<file path="config.mk">
export PLATFORM = sky130hd
export DESIGN_NAME = tick_stretcher
export DESIGN_NICKNAME = d
export VERILOG_FILES = /design/src/rtl/tick_stretcher.sv
export SDC_FILE = /design/constraint.sdc
export NUM_CORES = 1
export LEC_CHECK = 0
export ABC_CLOCK_PERIOD_IN_PS = 2900
export CAP_MARGIN = 20
export CORE_MARGIN = 2
export CORE_UTILIZATION = 29
export CTS_CLUSTER_SIZE = 8
export DETAILED_ROUTE_END_ITERATION = 10
export PLACE_DENSITY = 0.43
export SYNTH_ARGS = -nofsm -noshare
export SYNTH_HDL_FRONTEND = slang
export SYNTH_SLANG_ARGS = --single-unit
</file>
<file path="constraint.sdc">
create_clock -name clock -period 2.9 [get_ports clock]
set_input_delay 0.58 -clock clock [delete_from_list [all_inputs] [get_ports clock]]
set_output_delay 0.58 -clock clock [all_outputs]
set_load 0.01 [all_outputs]
</file>
<file path="src/rtl/tick_stretcher.sv">
// ---------------------------------------------------------------------------
// tick_stretcher
//
// Turns single-cycle tick requests into a clean level waveform. Each accepted
// tick produces a HIGH_CYCLES-long high pulse on `level`, followed by a low
// gap of at least LOW_CYCLES clocks. Ticks that cannot be honoured are
// counted in a saturating drop counter and flagged on `overrun`.
//
// Ports
//   clock       in   rising-edge system clock
//   reset       in   synchronous, active-high reset (wins over tick)
//   tick        in   single-cycle request pulse
//   level       out  stretched output level (registered)
//   busy        out  high whenever the FSM is not idle (registered)
//   overrun     out  one-cycle pulse in the cycle after a tick is dropped
//   drop_count  out  saturating count of dropped ticks
//
// States
//   state   | meaning
//   --------+-------------------------------------------------------------
//   IDLE    | level low, waiting for a tick
//   HIGH    | level high, cnt counts down the remaining high cycles
//   GAP     | level low, cnt counts down the enforced low gap; one tick may
//           | be held in `pending` and is launched when the gap expires
// ---------------------------------------------------------------------------
module tick_stretcher #(
  parameter int HIGH_CYCLES = 4,
  parameter int LOW_CYCLES  = 2,
  parameter int CNT_W       = 8,
  parameter bit RETRIGGER   = 1'b0
) (
  input  logic             clock,
  input  logic             reset,
  input  logic             tick,
  output logic             level,
  output logic             busy,
  output logic             overrun,
  output logic [CNT_W-1:0] drop_count
);

  // Reload values are truncated to the counter width. With LOW_CYCLES == 0
  // the gap reload is never used.
  localparam logic [CNT_W-1:0] LP_HIGH_RELOAD = CNT_W'(HIGH_CYCLES - 1);
  localparam logic [CNT_W-1:0] LP_LOW_RELOAD  = CNT_W'(LOW_CYCLES - 1);
  localparam bit               LP_HAS_GAP     = (LOW_CYCLES > 0);

  typedef enum logic [1:0] {
    ST_IDLE = 2'd0,
    ST_HIGH = 2'd1,
    ST_GAP  = 2'd2
  } state_t;

  state_t           r_state;
  state_t           w_state_nxt;
  logic [CNT_W-1:0] r_cnt;
  logic [CNT_W-1:0] w_cnt_nxt;
  logic             r_pending;
  logic             w_pending_nxt;
  logic             r_level;
  logic             w_level_nxt;
  logic             r_busy;
  logic             w_busy_nxt;
  logic             r_overrun;
  logic [CNT_W-1:0] r_drop_count;
  logic             w_drop;
  logic             w_cnt_tc;
  logic             w_drop_sat;

  assign w_cnt_tc   = (r_cnt == '0);
  assign w_drop_sat = &r_drop_count;

  // -------------------------------------------------------------------------
  // State, counter and output registers
  // -------------------------------------------------------------------------
  always_ff @(posedge clock) begin
    if (reset) begin
      r_state   <= ST_IDLE;
      r_cnt     <= '0;
      r_pending <= 1'b0;
      r_level   <= 1'b0;
      r_busy    <= 1'b0;
    end else begin
      r_state   <= w_state_nxt;
      r_cnt     <= w_cnt_nxt;
      r_pending <= w_pending_nxt;
      r_level   <= w_level_nxt;
      r_busy    <= w_busy_nxt;
    end
  end

  // Drop bookkeeping is kept apart from the FSM: a drop never disturbs
  // cnt, state or level.
  always_ff @(posedge clock) begin
    if (reset) begin
      r_overrun    <= 1'b0;
      r_drop_count <= '0;
    end else begin
      r_overrun <= w_drop;
      if (w_drop && !w_drop_sat) begin
        r_drop_count <= r_drop_count + 1'b1;
      end
    end
  end

  // -------------------------------------------------------------------------
  // Next-state logic
  // -------------------------------------------------------------------------
  always_comb begin
    w_state_nxt   = r_state;
    w_cnt_nxt     = r_cnt;
    w_pending_nxt = r_pending;
    w_level_nxt   = r_level;
    w_busy_nxt    = r_busy;
    w_drop        = 1'b0;

    case (r_state)
      ST_IDLE: begin
        if (tick) begin
          w_state_nxt = ST_HIGH;
          w_cnt_nxt   = LP_HIGH_RELOAD;
          w_level_nxt = 1'b1;
          w_busy_nxt  = 1'b1;
        end
      end

      ST_HIGH: begin
        if (tick && RETRIGGER) begin
          // Restart beats expiry so the pulse always ends HIGH_CYCLES
          // after the most recent tick.
          w_cnt_nxt = LP_HIGH_RELOAD;
        end else begin
          if (tick) begin
            w_drop = 1'b1;
          end
          if (w_cnt_tc) begin
            w_level_nxt = 1'b0;
            if (LP_HAS_GAP) begin
              w_state_nxt = ST_GAP;
              w_cnt_nxt   = LP_LOW_RELOAD;
            end else begin
              w_state_nxt = ST_IDLE;
              w_busy_nxt  = 1'b0;
            end
          end else begin
            w_cnt_nxt = r_cnt - 1'b1;
          end
        end
      end

      ST_GAP: begin
        if (w_cnt_tc) begin
          if (r_pending || tick) begin
            // A tick landing on the last gap cycle while one is already
            // held cannot be honoured as well.
            if (r_pending && tick) begin
              w_drop = 1'b1;
            end
            w_state_nxt   = ST_HIGH;
            w_cnt_nxt     = LP_HIGH_RELOAD;
            w_level_nxt   = 1'b1;
            w_pending_nxt = 1'b0;
          end else begin
            w_state_nxt = ST_IDLE;
            w_busy_nxt  = 1'b0;
          end
        end else begin
          w_cnt_nxt = r_cnt - 1'b1;
          if (tick) begin
            if (r_pending) begin
              w_drop = 1'b1;
            end else begin
              w_pending_nxt = 1'b1;
            end
          end
        end
      end

      default: begin
        w_state_nxt   = ST_IDLE;
        w_cnt_nxt     = '0;
        w_pending_nxt = 1'b0;
        w_level_nxt   = 1'b0;
        w_busy_nxt    = 1'b0;
      end
    endcase
  end

  assign level      = r_level;
  assign busy       = r_busy;
  assign overrun    = r_overrun;
  assign drop_count = r_drop_count;

endmodule
</file>
=== Yosys cells after proc, flatten, opt, wreduce, memory -nomap -nowiden ===
Cells that the tools add are included.

* Output and inout bits: 11
* Flip-flop bits (word level): 22
* Input bits: 3

* Add/sub/neg operators: 2
* Bitwise logic cells: 2
* Muxes and demuxes: 28
* Equal/unequal tests: 9
* Reductions and logical operators: 13

{| class="wikitable"
|+ Operators by type and width
! operator !! count
|-
| 2-to-1 mux 8 bit || 4
|-
| case mux 8 bit (3 select lines) || 1
|-
| 2-to-1 mux 1 bit || 15
|-
| != test 2 bit (second input constant) || 5
|-
| adder 8 x 1 -> 8 bit (second input constant) || 1
|-
| logical NOT 8 bit || 1
|-
| AND reduction 4 bit || 2
|-
| AND reduction 8 bit || 1
|-
| subtractor 8 x 1 -> 8 bit (second input constant) || 1
|-
| 2-to-1 mux 2 bit || 3
|-
| != test 3 bit (second input constant) || 2
|-
| case mux 1 bit (3 select lines) || 2
|-
| case mux 2 bit (3 select lines) || 1
|-
| AND reduction 3 bit || 2
|-
| case mux 1 bit (2 select lines) || 2
|-
| equality test 2 x 1 -> 1 bit (second input constant) || 1
|-
| equality test 2 bit (second input constant) || 1
|-
| logical AND 1 bit || 2
|-
| logical NOT 2 bit || 1
|-
| inverter 1 bit || 2
|-
| AND reduction 2 bit || 1
|-
| OR reduction 2 bit || 1
|-
| logical NOT 1 bit || 1
|-
| logical OR 1 bit || 1
|}

=== Logic depth before layout (Yosys ltp) ===
Gate-level depths: netlist of run 1.

* Word-level depth: 6
* Depth in mapped cells: 8
* Gate-level depth less buffers: 6

=== Worst setup path before layout of run 1 ===
Ideal clock, no wire load.

* Kind: register -> register
* Start: register r_state[0]
* End: register r_cnt[4]
* Cell stages (with the launch flop): 9
* Data required time: 2.812 ns
* Period minus slack after synthesis: 1.751 ns
* Slack: 1.149 ns
* Path buffers: 2
* Data arrival time: 1.663 ns
* Setup time: 0.088 ns
* Cells stage by stage: dfxtp_1 > inv_1 > ha_1 > clkbuf_1 > nor2b_1 > buf_2 > nor2_1 > a31oi_1 > a311oi_2

* Cells in the longest elaborated chain, start to end: 3

{| class="wikitable"
|+ Ends and longest elaborated chain
! element !! RTL line !! source
|-
| from (decl) || 53 || <nowiki>state_t r_state;</nowiki>
|-
| from (signal assigned) || 83 || <nowiki>r_state <= w_state_nxt;</nowiki>
|-
| equality test 2 bit or logical NOT 2 bit (tied branches) || 116 || <nowiki>case (r_state)</nowiki>
|-
| != test 3 bit (no line) or != test 2 bit (tied branches) || - ||
|-
| AND reduction 2 bit (no line) || - ||
|-
| to (signal assigned) || 84 || <nowiki>r_cnt <= w_cnt_nxt;</nowiki>
|-
| to (decl) || 55 || <nowiki>logic [CNT_W-1:0] r_cnt;</nowiki>
|}

Several ways; a longest one is shown, not always the timed one.
A chain may end at the register's enable or synchronous reset.

=== Worst setup path after layout of run 1 ===
* Start: input port tick
* End: register r_drop_count[7], in the netlist drop_count[7]

* Cells in the longest elaborated chain, start to end: 6

{| class="wikitable"
|+ Ends and longest elaborated chain
! element !! RTL line !! source
|-
| from (decl) || 34 || <nowiki>input logic tick,</nowiki>
|-
| logical AND 1 bit || 155 || <nowiki>if (r_pending && tick) begin</nowiki>
|-
| 2-to-1 mux 1 bit || 155 ||
|-
| 2-to-1 mux 1 bit || 152 || <nowiki>if (r_pending || tick) begin</nowiki>
|-
| 2-to-1 mux 1 bit || 151 || <nowiki>if (w_cnt_tc) begin</nowiki>
|-
| case mux 1 bit (2 select lines) (*) || 116 ||
|-
| logical AND 1 bit (*) || 99 || <nowiki>if (w_drop && !w_drop_sat) begin</nowiki>
|-
| to (signal assigned) || 100 || <nowiki>r_drop_count <= r_drop_count + 1'b1;</nowiki>
|-
| to (decl) || 64 || <nowiki>logic [CNT_W-1:0] r_drop_count;</nowiki>
|}

Every way passes the cells marked *; elsewhere a longest branch is shown, timed or not.

==> Implementation_results.wiki, run 1 <==
{| class="wikitable"
! Metric !! Value
|-
| Leakage power summed over all cells || between 0.5 and 0.6 nW
|-
| Residual overflow from global routing || 0
|-
| Number of top-level pins || 14
|-
| Proportion of netlist area held by the largest area contributor || 0.3417
|-
| Number of antenna violations at the first check in global routing || 0
|-
| Count of mapped cells out of synthesis || between 150 and 200
|-
| Final instance count without filler cells || roughly 220
|-
| Required time of the critical path || approximately 3.1 ns
|-
| Highest achievable clock rate || about 480 MHz
|-
| Switching Power || between 500 and 600 uW
|-
| Latest clock arrival within the worst-skew pair || 0.26 ns
|-
| Number of flops mapped to enable cells by yosys || 0
|-
| Layout area overhead || 17.48%
|-
| IR drop worst, VDD || about 0.3 mV
|-
| Vertical die dimension || between 70 and 80 um
|-
| Antenna Cells || 0
|-
| CP Capture Type || flip-flop
|-
| Sequential cell fraction of total power || 0.310
|-
| Hold violation count in the final report || 0
|-
| Initial Util || 0.2980
|-
| Min-delay src || r_cnt[3]
|-
| Number of post-CTS setup repair buffers || 0
|-
| Vias post-DR || approximately 1100
|-
| Hold slack final || around 0.51 ns
|-
| Clock share of power || 0.166
|-
| Share of synthesized registers carrying an async set or reset || 0
|-
| TritonCTS clock tree || done
|-
| Number of global-route vias before repair || 1059
|-
| Power share of the combinational group || 0.523
|-
| Fin. max-slew vios || 0
|-
| Status || complete, no violations
|-
| Die outline area || around 5000 um2
|-
| Leading post-synthesis cells by cell area || dfxtp_1 (34%), ha_1 (5.8%), a21oi_1 (4.7%)
|-
| Worst slew margin || 0.6569
|-
| Max Buffers Root-to-Sink || 2
|-
| Max_cap viols || 0
|-
| Number of placement rows || 24
|-
| Placeable core area || between 4000 and 5000 um2
|-
| Post-CTS clock slew at the launch and capture registers of the worst setup and hold paths || 0.09 ns
|-
| Hold Path Class || reg2reg
|-
| IO Port Bufs || 13
|-
| Number of gates resized after CTS || 0
|-
| Most used DFF post-synth || dfxtp_1
|-
| Wire length of the first global-routing pass || 5119 um
|-
| Number of nets in the layout || about 180
|-
| # fillers || 468
|-
| Power Internal || slightly below 800 uW
|-
| TritonCTS Sinks || 22
|-
| Design Area, Final || about 1500 um2
|-
| Area after DPL || 1459 um2
|-
| Worst EP arrival || 2.26 ns
|-
| Sequential area share after synthesis || 0.3417
|-
| Violation count after the first detailed-routing iteration || 66
|-
| Dominant cell type by area after synthesis || dfxtp_1
|-
| Startpoint type of the worst setup path || input pin
|-
| Clock period minus worst slack || just over 2 ns
|-
| Final weighted congestion in routability-driven placement || between 0.7 and 0.8
|-
| Sum of net half-perimeters after detailed placement || 2192 um
|-
| Setup TNS after final layout || 0 ns
|-
| Worst-path cell with the longest stage delay || clkdlybuf4s50_1
|-
| Post-synthesis cell type count || 48
|-
| Power Density || 902.3 nW/um2
|-
| Launch instance of the worst register-to-register path || r_cnt[0]
|-
| Setup Skew || 0.001949 ns
|-
| Per-instance average area after synthesis || between 8 and 9 um2
|-
| Syn nets || roughly 160
|-
| Power after layout || between 1 and 1.5 mW
|-
| Actual slew at the worst max-slew pin || between 0.5 and 0.6 ns
|-
| Ordered list of cells on the worst path || clkdlybuf4s50_1 -> nand2_1 -> or2_1 -> or4_1 -> a21oi_1
|-
| Placed cells || between 200 and 250
|-
| Largest net degree at the start of global routing || 14
|-
| Num CTS Buffers || 3
|-
| Fraction of final layout cells sized beyond drive strength 1 || 0.1030
|-
| Total of flip-flops plus latches after synthesis || 22
|-
| Syn Std Cell Area || around 1300 um2
|-
| CP peak stage delay || approximately 0.58 ns
|-
| Warnings from Yosys || 0
|-
| Wirelength, routed || just under 3000 um
|-
| Crit Path Category || in2reg
|-
| Critical path launch point || tick
|-
| Crit-path max FO || 6
|-
| Switching share of total power || 0.4325
|-
| Total number of H-tree levels || 1
|-
| Total global routing track utilization || 0.1258
|-
| Hold_buf cts || 0
|-
| Iteration count of the initial detailed-routing pass || 5
|-
| DRT antenna net count || 0
|-
| Average wire per standard cell || between 10 and 15 um
|-
| Number of setup violations in the final report || 0
|-
| Post-DR vias/cell || 5.226
|-
| Clock root buffer || clkbuf_8
|-
| Post-route fraction of the period consumed by the critical path || 0.7118
|-
| DRC violation count after routing || 0
|-
| RSZ-0062 raised after global routing || no
|-
| Die W || around 71 um
|}
==> power by group through the flow <==
stage | Sequential, mW | Combinational, mW | Clock (mW)
global route | 0.436 | 0.816 | 0.247
detailed placement | 0.431 | 0.713 | 0
floorplan | 0.424 | 0.565 | 0
global placement | 0.431 | 0.729 | 0
CTS | 0.425 | 0.719 | 0.237
finish | 0.424 | 0.715 | 0.227
==> state kept, by name, indices dropped and copies added, names as in the netlist <==
register / cells
r_cnt: 8
level: 1
busy: 1
overrun: 1
r_pending: 1
drop_count: 8
r_state: 2
==> final cells by class <==
cell class              instances  area (um2)  share of cell area
repair buffers                 15       145.1             0.09587
flip-flops and latches         22       440.4              0.2909
inverters                       6       22.52             0.01488
multi-input cells             118       785.8              0.5190
clock buffers                   4       55.05             0.03636
well taps                      52       65.06             0.04298
==> cells by family after synthesis <==
logic type,count (synthesis),share of synthesized area
adders and majority gates,6,0.05825
AOI/OAI and AO/OA,45,0.2408
xor gates and xnor gates,3,0.02039
muxes,1,0.007767
buffers and inverters,14,0.04854
and+or+nand+nor,63,0.2825
DFF,22,0.3417
==> Yosys cell counts (all sizes together) (2+ instances only) <==
cell type / instances
nand2b: 2
or4: 4
and3: 2
nor4: 2
inv: 6
a2111oi: 2
xnor2: 3
or3b: 2
nand4: 2
nor3b: 3
a21bo: 2
or2: 4
buf: 3
ha: 6
nand3: 6
nand2: 6
o32ai: 2
nor2b: 2
a31oi: 4
nor2: 15
o21ai: 9
a21oi: 12
nand4b: 2
dfxtp: 22
nor3: 8
a211oi: 3
clkbuf: 5
==> per-layer routing <==
layer / part of all wire / vias to the layer above / GRT usage
li1: - / 595 / -
met1: 0.54 / 519 / 0.1859
met2: 0.42 / 18 / 0.1824
met4: 0.0073 / 0 / 0.03774
met5: 0 / - / 0
met3: 0.037 / 2 / 0.02849
==> cell usage in the layout, fill, tap and decap left out, types with 2 or more instances in the layout <==
cell,n
nand4_1,2
dfxtp_1,22
nand4b_1,2
nand2b_1,2
nor2b_1,2
nand2_1,6
ha_1,6
a2111oi_0,2
nand3_1,6
xnor2_1,3
o32ai_1,2
nor3_1,8
clkdlybuf4s50_1,13
a21oi_1,12
buf_4,2
or2_2,3
or3b_1,2
a31oi_1,4
clkbuf_8,4
a21bo_2,2
or4_1,4
nor2_1,14
and3_1,2
inv_1,6
a211oi_1,2
o21ai_0,8
nor3b_1,3
==> per-stage QoR <==
step | util | setup slack [ns]
after floorplan | - | 1.149
after detailed placement | 0.3374 | 0.5831
after global placement | 0.3374 | 0.6063
after CTS | 0.3501 | 0.8459
final | 0.3501 | 0.8359
after global routing | 0.3501 | 0.6334
==> final timing paths <==
check / cells after the start / slack [ns] / end
worst max-delay path: 5 / 0.84 / drop_count[7]
worst min-delay path: 2 / 0.51 / r_cnt[3]
worst max register to register: 6 / 0.91 / r_state[1]
worst min register to register: 2 / 0.51 / r_cnt[3]
==> critical path, delay by kind of cell <==
kind | cells | cell delay, ns
buf+inv | 1 | 0.58
compound gates | 1 | 0.14
simple gates | 3 | 0.96
Power figures use the tool's default switching activity.
==> inputs of run 2 (changes only) <==
- ABC_CLOCK_PERIOD_IN_PS: 2900 -> 2000
- clock period: 2.9 -> 2 ns (I/O delays scaled with it)
==> run 2 against run 1 <==
Against the previous run: die area unchanged; sequential cell count unchanged; critical path depth increased by 2; utilization increased by 3.9 points; wire length increased by 14%; clock skew about the same; clock power increased by 88%; global-route usage increased by 1.1 points; final cell count increased by 8.3%; power increased by 71%; worst hold slack improved by 0.013 ns; via count increased by 7.8%; critical path type is now reg2reg; critical endpoint is now r_state[0]; highest routed layer unchanged.
==> Implementation_results.wiki, run 2 (same netlist as run 1, synthesis figures left out) <==
{| class="wikitable"
! Metric !! Value
|-
| Final instance count without filler cells || around 240
|-
| Wire length of the first global-routing pass || 5575 um
|-
| Residual overflow from global routing || 0
|-
| Placeable core area || 4324 um2
|-
| Antenna Cells || 0
|-
| IR drop worst, VDD || roughly 0.53 mV
|-
| Power Density || roughly 1400 nW/um2
|-
| Number of global-route vias before repair || between 1000 and 1500
|-
| Iteration count of the initial detailed-routing pass || 6
|-
| Wirelength, routed || about 3300 um
|-
| Clock root buffer || clkbuf_8
|-
| Most frequent standard cell in the layout excluding fill and tap cells || dfxtp_1
|-
| Violation count after the first detailed-routing iteration || 80
|-
| Number of nets in the layout || between 150 and 200
|-
| WP buf/inv || 2
|-
| Commonest non-fill, non-tap cells in the layout || dfxtp_1 (22), buf_4 (20), nor2_1 (14)
|-
| Post-CTS clock slew at the launch and capture registers of the worst setup and hold paths || 0.08 ns
|-
| Vias post-DR || between 1000 and 1500
|-
| TritonCTS clock tree || done
|-
| Layout area overhead || 30.58%
|-
| Startpoint type of the worst setup path || flip-flop
|-
| Latest clock arrival within the worst-skew pair || between 0.2 and 0.3 ns
|-
| Die outline area || 4993 um2
|-
| # fillers || roughly 460
|-
| Worst-path cell with the longest stage delay || or3b_4
|-
| Dominant delay contributor by cell family on the critical path || compound AO/OA/AOI/OAI gates
|-
| Average wire per standard cell || approximately 14 um
|-
| DRC violation count after routing || 0
|-
| Number of post-CTS setup repair buffers || 0
|-
| Hold_buf cts || 0
|-
| Vertical die dimension || about 71 um
|-
| Initial Util || 0.2980
|-
| Status || complete, no violations
|-
| Max Buffers Root-to-Sink || 2
|-
| Crit Path Category || reg2reg
|-
| Highest achievable clock rate || 545.9 MHz
|-
| Final weighted congestion in routability-driven placement || approximately 0.79
|-
| Post-DR vias/cell || about 5.2
|-
| Hold Path Class || reg2reg
|-
| Number of setup violations in the final report || 0
|-
| Fin. max-slew vios || 0
|-
| Total global routing track utilization || 0.1367
|-
| Layout Utilization || 0.3892
|-
| Area after DPL || approximately 1600 um2
|-
| Die W || between 70 and 80 um
|-
| Largest net degree at the start of global routing || 25
|-
| DRT antenna net count || 0
|-
| Sum of net half-perimeters after detailed placement || between 2000 and 2500 um
|-
| CP Capture Type || flip-flop
|-
| Setup Skew || roughly 0.0023 ns
|-
| IO Port Bufs || 13
|-
| Ordered list of cells on the worst path || inv_1 -> ha_1 -> or3b_4 -> buf_4 -> o21ai_2 -> o2111ai_1 -> a21oi_1
|-
| Max_cap viols || 0
|-
| Placed cells || about 230
|-
| CP peak stage delay || about 0.45 ns
|-
| Number of top-level pins || 14
|-
| Hold violation count in the final report || 0
|-
| Design Area, Final || ~1700 um2
|-
| Num CTS Buffers || 3
|-
| Worst slew margin || 0.7189
|-
| Leakage power summed over all cells || approximately 0.62 nW
|-
| Number of placement rows || 24
|-
| Worst EP arrival || 2.03 ns
|-
| Clock period minus worst slack || approximately 1.8 ns
|-
| Total number of H-tree levels || 1
|-
| Required time of the critical path || ~2.2 ns
|-
| Number of antenna violations at the first check in global routing || 0
|-
| TritonCTS Sinks || 22
|-
| Post-route fraction of the period consumed by the critical path || 0.9160
|-
| RSZ-0062 raised after global routing || no
|-
| Actual slew at the worst max-slew pin || between 0.4 and 0.5 ns
|-
| Fraction of final layout cells sized beyond drive strength 1 || 0.2131
|-
| Crit-path max FO || 5
|}
run 2: metrics by stage:
step | TNS (ns) | hold slack [ns] | total power [mW] | setup slack, ns
floorplan | 0 | 0.4692 | 1.434 | 0.2490
global placement | -0.06430 | 0.4864 | 1.879 | -0.06430
detailed placement | -0.05968 | 0.5093 | 1.874 | -0.02752
CTS | 0 | 0.5218 | 2.329 | 0.05297
global route | 0 | 0.5408 | 2.557 | 0.03426
finish | 0 | 0.5200 | 2.342 | 0.1680
run 2: timing repair:
item,in CTS,in global routing
setup endpoints to repair,1,10
gates resized for setup,1,4
pin swaps,0,1
run 2: path summary, 6_finish.rpt:
check / from / endpoint / slack [ns] / depth (start not counted)
setup / recovery: r_cnt[1] / r_state[0] / 0.17 / 7
hold / removal: r_cnt[0] / r_cnt[0] / 0.52 / 2
setup reg to reg: r_cnt[1] / r_state[0] / 0.17 / 7
hold reg to reg: r_cnt[0] / r_cnt[0] / 0.52 / 2
run 2: cell type report:
cell class,instances,area (um2),area share
Multi-Input combinational cell,118,803.3,0.4773
Sequential cell,22,440.4,0.2617
Timing Repair Buffer,33,280.3,0.1665
Tap cell,52,65.06,0.03866
Clock buffer,3,41.29,0.02454
Clock inverter,1,30.03,0.01784
Inverter,6,22.52,0.01338
run 2: worst min-delay path, stage by stage (launching register included):
cell and delay (ns):
dfxtp_1 0.32, inv_1 0.07, o32ai_1 0.09
run 2: where the power goes:
part / switching [mW] / leakage (nW) / internal (mW) / total [mW]
registers: 0.0822 / 0.179 / 0.532 / 0.614
logic: 0.701 / 0.400 / 0.600 / 1.30
clock network: 0.159 / 0.0357 / 0.268 / 0.427
run 2: layer usage:
metal / wire (um) / track usage / vias up
li1: - / - / 631
met1: 1755 / 0.2108 / 569
met2: 1452 / 0.1992 / 19
met3: 78 / 0.02137 / 4
met4: 23 / 0.03145 / 0
met5: 0 / 0 / -
==> inputs of run 3 (changes only) <==
- CORE_MARGIN: 2 -> 3
==> run 3 against run 2 <==
Against the previous run: clock skew decreased by 0.0013 ns; register-to-register slack got worse by 0.02 ns; largest cell class unchanged; worst setup slack got worse by 0.024 ns; worst hold slack worse by 0.0042 ns; largest power group unchanged; highest routed layer unchanged; cell area down 1.3%; first-iteration DRC count decreased by 49%.
==> Implementation_results.wiki, run 3 (same netlist as run 1, synthesis figures left out) <==
{| class="wikitable"
! Metric !! Value
|-
| Hold violation count in the final report || 0
|-
| Number of global-route vias before repair || between 1000 and 1500
|-
| Number of gates resized after CTS || 0
|-
| Fraction of final layout cells sized beyond drive strength 1 || 0.1978
|-
| Post-DR vias/cell || 5.332
|-
| Status || complete, no violations
|-
| Wirelength, routed || between 3000 and 4000 um
|-
| Num CTS Buffers || 3
|-
| Worst-path cell with the longest stage delay || a2111oi_0
|-
| Clock root buffer || clkbuf_8
|-
| Number of nets in the layout || around 190
|-
| Leakage power summed over all cells || between 0.6 and 0.7 nW
|-
| Min-delay src || r_cnt[5]
|-
| Layout Utilization || 0.4007
|-
| Final weighted congestion in routability-driven placement || slightly below 0.8
|-
| Critical path launch point || drop_count[0]
|-
| Die outline area || 5279 um2
|-
| Layout area overhead || 28.83%
|-
| Setup Skew || just over 0.001 ns
|-
| Iteration count of the initial detailed-routing pass || 4
|-
| Initial Util || 0.3110
|-
| Average wire per standard cell || between 10 and 15 um
|-
| # fillers || around 430
|-
| Startpoint type of the worst setup path || flip-flop
|-
| TritonCTS Sinks || 22
|-
| Post-route fraction of the period consumed by the critical path || 0.9281
|-
| TritonCTS clock tree || done
|-
| Hold Path Class || reg2reg
|-
| Total global routing track utilization || 0.1298
|-
| CP peak stage delay || between 0.5 and 0.6 ns
|-
| Design Area, Final || 1660 um2
|-
| Antenna Cells || 0
|-
| Crit-path max FO || 6
|-
| Hold slack final || 0.5158 ns
|-
| RSZ-0062 raised after global routing || yes
|-
| Violation count after the first detailed-routing iteration || 41
|-
| Power Density || 1402 nW/um2
|-
| Max Buffers Root-to-Sink || 2
|-
| Number of placement rows || 23
|-
| Number of setup violations in the final report || 0
|-
| IO Port Bufs || 13
|-
| Die W || slightly above 70 um
|-
| Residual overflow from global routing || 0
|-
| Number of antenna violations at the first check in global routing || 0
|-
| Highest achievable clock rate || roughly 540 MHz
|-
| Vertical die dimension || 72.66 um
|-
| CP Capture Type || flip-flop
|-
| Max_cap viols || 0
|-
| Setup TNS after final layout || 0 ns
|-
| Total number of H-tree levels || 1
|-
| Ordered list of cells on the worst path || ha_1 -> and4_1 -> a2111oi_0 -> buf_4 -> xnor2_1 -> nor2_1
|-
| Fin. max-slew vios || 0
|-
| DRT antenna net count || 0
|-
| Launch instance of the worst register-to-register path || drop_count[0]
|-
| Crit Path Category || reg2reg
|-
| Number of post-CTS setup repair buffers || 0
|-
| Number of top-level pins || 14
|-
| Worst slew margin || 0.6696
|-
| Actual slew at the worst max-slew pin || 0.4831 ns
|-
| Area after DPL || approximately 1600 um2
|-
| Commonest non-fill, non-tap cells in the layout || dfxtp_1 (22), buf_4 (19), nor2_1 (14)
|-
| Required time of the critical path || 2.16 ns
|-
| Largest net degree at the start of global routing || 15
|-
| Placeable core area || slightly above 4000 um2
|-
| IR drop worst, VDD || around 0.50 mV
|-
| Most frequent standard cell in the layout excluding fill and tap cells || dfxtp_1
|-
| Wire length of the first global-routing pass || 5457 um
|-
| DRC violation count after routing || 0
|-
| Hold_buf cts || 0
|-
| Sum of net half-perimeters after detailed placement || ~2400 um
|-
| Clock period minus worst slack || 1.856 ns
|-
| Worst EP arrival || around 2.0 ns
|-
| Latest clock arrival within the worst-skew pair || between 0.2 and 0.3 ns
|-
| Vias post-DR || about 1200
|-
| Post-CTS clock slew at the launch and capture registers of the worst setup and hold paths || roughly 0.09 ns
|}
==> run 3: worst paths after layout <==
check / cells after the start / to / slack (ns)
worst min register to register: 2 / r_cnt[5] / 0.52
worst max register to register: 6 / drop_count[4] / 0.14
worst max-delay path: 6 / drop_count[4] / 0.14
worst min-delay path: 2 / r_cnt[5] / 0.52
==> run 3: per-layer routing <==
layer / vias to the layer above / part of all wire / global-route usage
met5: - / 0 / 0
met4: 0 / 0.0068 / 0.03279
met3: 2 / 0.033 / 0.02066
met2: 26 / 0.42 / 0.1864
met1: 577 / 0.54 / 0.1995
li1: 632 / - / -
==> run 3: metrics by stage <==
stage | cells | total power [mW] | setup WS, ns
finish | 232 | 2.328 | 0.1438
global route | 232 | 2.522 | -0.003357
CTS | 232 | 2.337 | 0.05730
detailed placement | 228 | 1.894 | -0.04621
global placement | 228 | 1.903 | -0.01647
floorplan | 154 | 1.434 | 0.2490
==> run 3: worst max-delay path, delay by kind of cell, from the launching register on <==
family / cells / cell delay (ns)
AOI/OAI and AO/OA: 1 / 0.51
xor gates and xnor gates: 1 / 0.10
adders and majority gates: 1 / 0.28
buffers and inverters: 1 / 0.20
DFF: 1 / 0.36
and+or+nand+nor: 2 / 0.31
==> run 3: final cells by class <==
cell class,count,area [um2],share of cell area
Inverter,6,22.52,0.01356
Tap cell,50,62.56,0.03768
Sequential cell,22,440.4,0.2653
Multi-Input combinational cell,118,790.8,0.4763
Clock buffer,3,41.29,0.02487
Timing Repair Buffer,32,272.8,0.1643
Clock inverter,1,30.03,0.01809
==> run 3: power breakdown <==
group,switching [mW],internal (mW),total [mW]
Clock,0.155,0.267,0.422
Sequential,0.0780,0.532,0.610
Combinational,0.688,0.608,1.30
Total,0.921,1.41,2.33
==> RTL change (config.mk and constraints of run 1) <==
Change the parameter `CNT_W` from 8 to 9.
--- a/src/rtl/tick_stretcher.sv
+++ b/src/rtl/tick_stretcher.sv
@@ -26,7 +26,7 @@
 module tick_stretcher #(
   parameter int HIGH_CYCLES = 4,
   parameter int LOW_CYCLES  = 2,
-  parameter int CNT_W       = 8,
+  parameter int CNT_W       = 9,
   parameter bit RETRIGGER   = 1'b0
 ) (
   input  logic             clock,
Interface: changed (resized drop_count); port bits go from 14 to 15. No check against the original RTL was run, so the function may have changed too.
==> RTL change against run 1 <==
- wire length grew 16%
- synthesized area is 5.6% higher
- setup slack worse by 240 ps
- clock skew decreased by 0.61 ps
- sequential share of layout area increased by 0.58 points
- design area rose by 6.9%
- sequential cell count increased by 2
- power up 10%
- critical path type unchanged
- largest power group unchanged
==> RTL change: results (changes against run 1) <==
- GRT Util Overall: 13.6% (+1.0 points)
- P_leak: 0.587 nW (+14%)
- Global-route wire length before repair: 5640 um (+10%)
- Reg clk slew, reported paths: 90 ps (about the same)
- Worst-path fanout max: 9 (+3)
- Via density: 5.41 (+3.5%)
- Mapped Nets: 169 (+3.7%)
- GP Congestion: 0.878 (+17%)
- Vias in the first global route: 1184 (+12%)
- Dpl cells: 222 (+4.2%)
- Port Buf Inserts: 14 (+1)
- Commonest cells in the netlist: dfxtp_1, nor2_1, a21oi_1
- Dpl cell area: 1560 um2 (+7.2%)
- Max incr delay on CP: 630 ps (+50 ps)
- Wire per inst: 14.8 um (+11%)
- HPWL Detailed: 2510 um (+14%)
- CTS H-tree depth: 1 (unchanged)
- FILL cells: 469 (+0.21%)
- Distinct cells, synth: 44 (-8.3%)
- Mapped Avg Cell Area: 8.62 um2 (+3.0%)
- Status: complete, no violations
- Seq/Total Area, Yosys: 35.3% (+1.1 points)
- Share of cells above drive strength 1: 12.1% (+1.8 points)
- Pre-antenna DRT Iters: 4 (-1)
- Clock Skew: 1.34 ps (-0.611 ps)
- Largest net degree at the start of global routing: 15 (+1)
- Post-layout nets: 186 (+6.3%)
- Post-CTS Resized: 0 (unchanged)
- Worst path arrival time: 2470 ps (+210 ps)
## RTL change: area by class of cell
type | instances | area (um2) | area share, %
inverters | 7 | 26.3 | 1.62
well taps | 52 | 65.1 | 4.02
clock buffers | 4 | 55.1 | 3.40
multi-input cells | 123 | 837 | 51.7
flip-flops and latches | 24 | 480 | 29.7
repair buffers | 16 | 155 | 9.58
## RTL change: metal layers
layer | global-route usage [%] | part of all wire (%) | routed length [um] | up-vias
li1 | - | - | - | 616
met1 | 18.1 | 49 | 1640 | 582
met3 | 2.92 | 2.6 | 88 | 4
met5 | 0 | 0 | 0 | -
met2 | 22.7 | 47 | 1590 | 20
met4 | 3.09 | 1.0 | 35 | 0
## RTL change: worst reg2reg max path: stages, from the launching register on
cell	delay [ps]
dfxtp_1	360
ha_1	250
nand3_1	120
nor2_1	70
ha_1	230
nor4_1	580
nand3_1	160
mux2_2	290
## RTL change: cells by family (layout without fill, tap and decap cells)
family / after synthesis / in the layout / share of synthesized area, %
compound gates: 45 / 45 / 22.7
xor+xnor: 4 / 4 / 2.57
fa+ha+maj: 8 / 8 / 7.35
buf+inv: 11 / 27 / 3.22
flops: 24 / 24 / 35.3
mux: 5 / 5 / 3.86
simple gates: 61 / 61 / 25.0
## RTL change: worst paths after layout
check,endpoint,start,depth (start not counted),slack [ps]
worst max register to register,drop_count[7],drop_count[0],7,740
worst min-delay path,level,level,2,460
worst max-delay path,drop_count[7],tick,5,600
worst min register to register,level,level,2,460
## RTL change: stage by stage
stage,hold slack [ps],utilization (%),setup WS (ps)
finish,457,36.4,597
detailed placement,442,35.2,352
CTS,460,36.4,645
global placement,442,35.2,404
floorplan,449,-,974
global route,511,36.4,383
## RTL change: power breakdown
group          internal, mW  leakage [nW]  switching [mW]
logic                 0.331         0.362           0.466
registers             0.405         0.195          0.0749
clock network         0.121        0.0288           0.111
total                 0.857         0.587           0.651
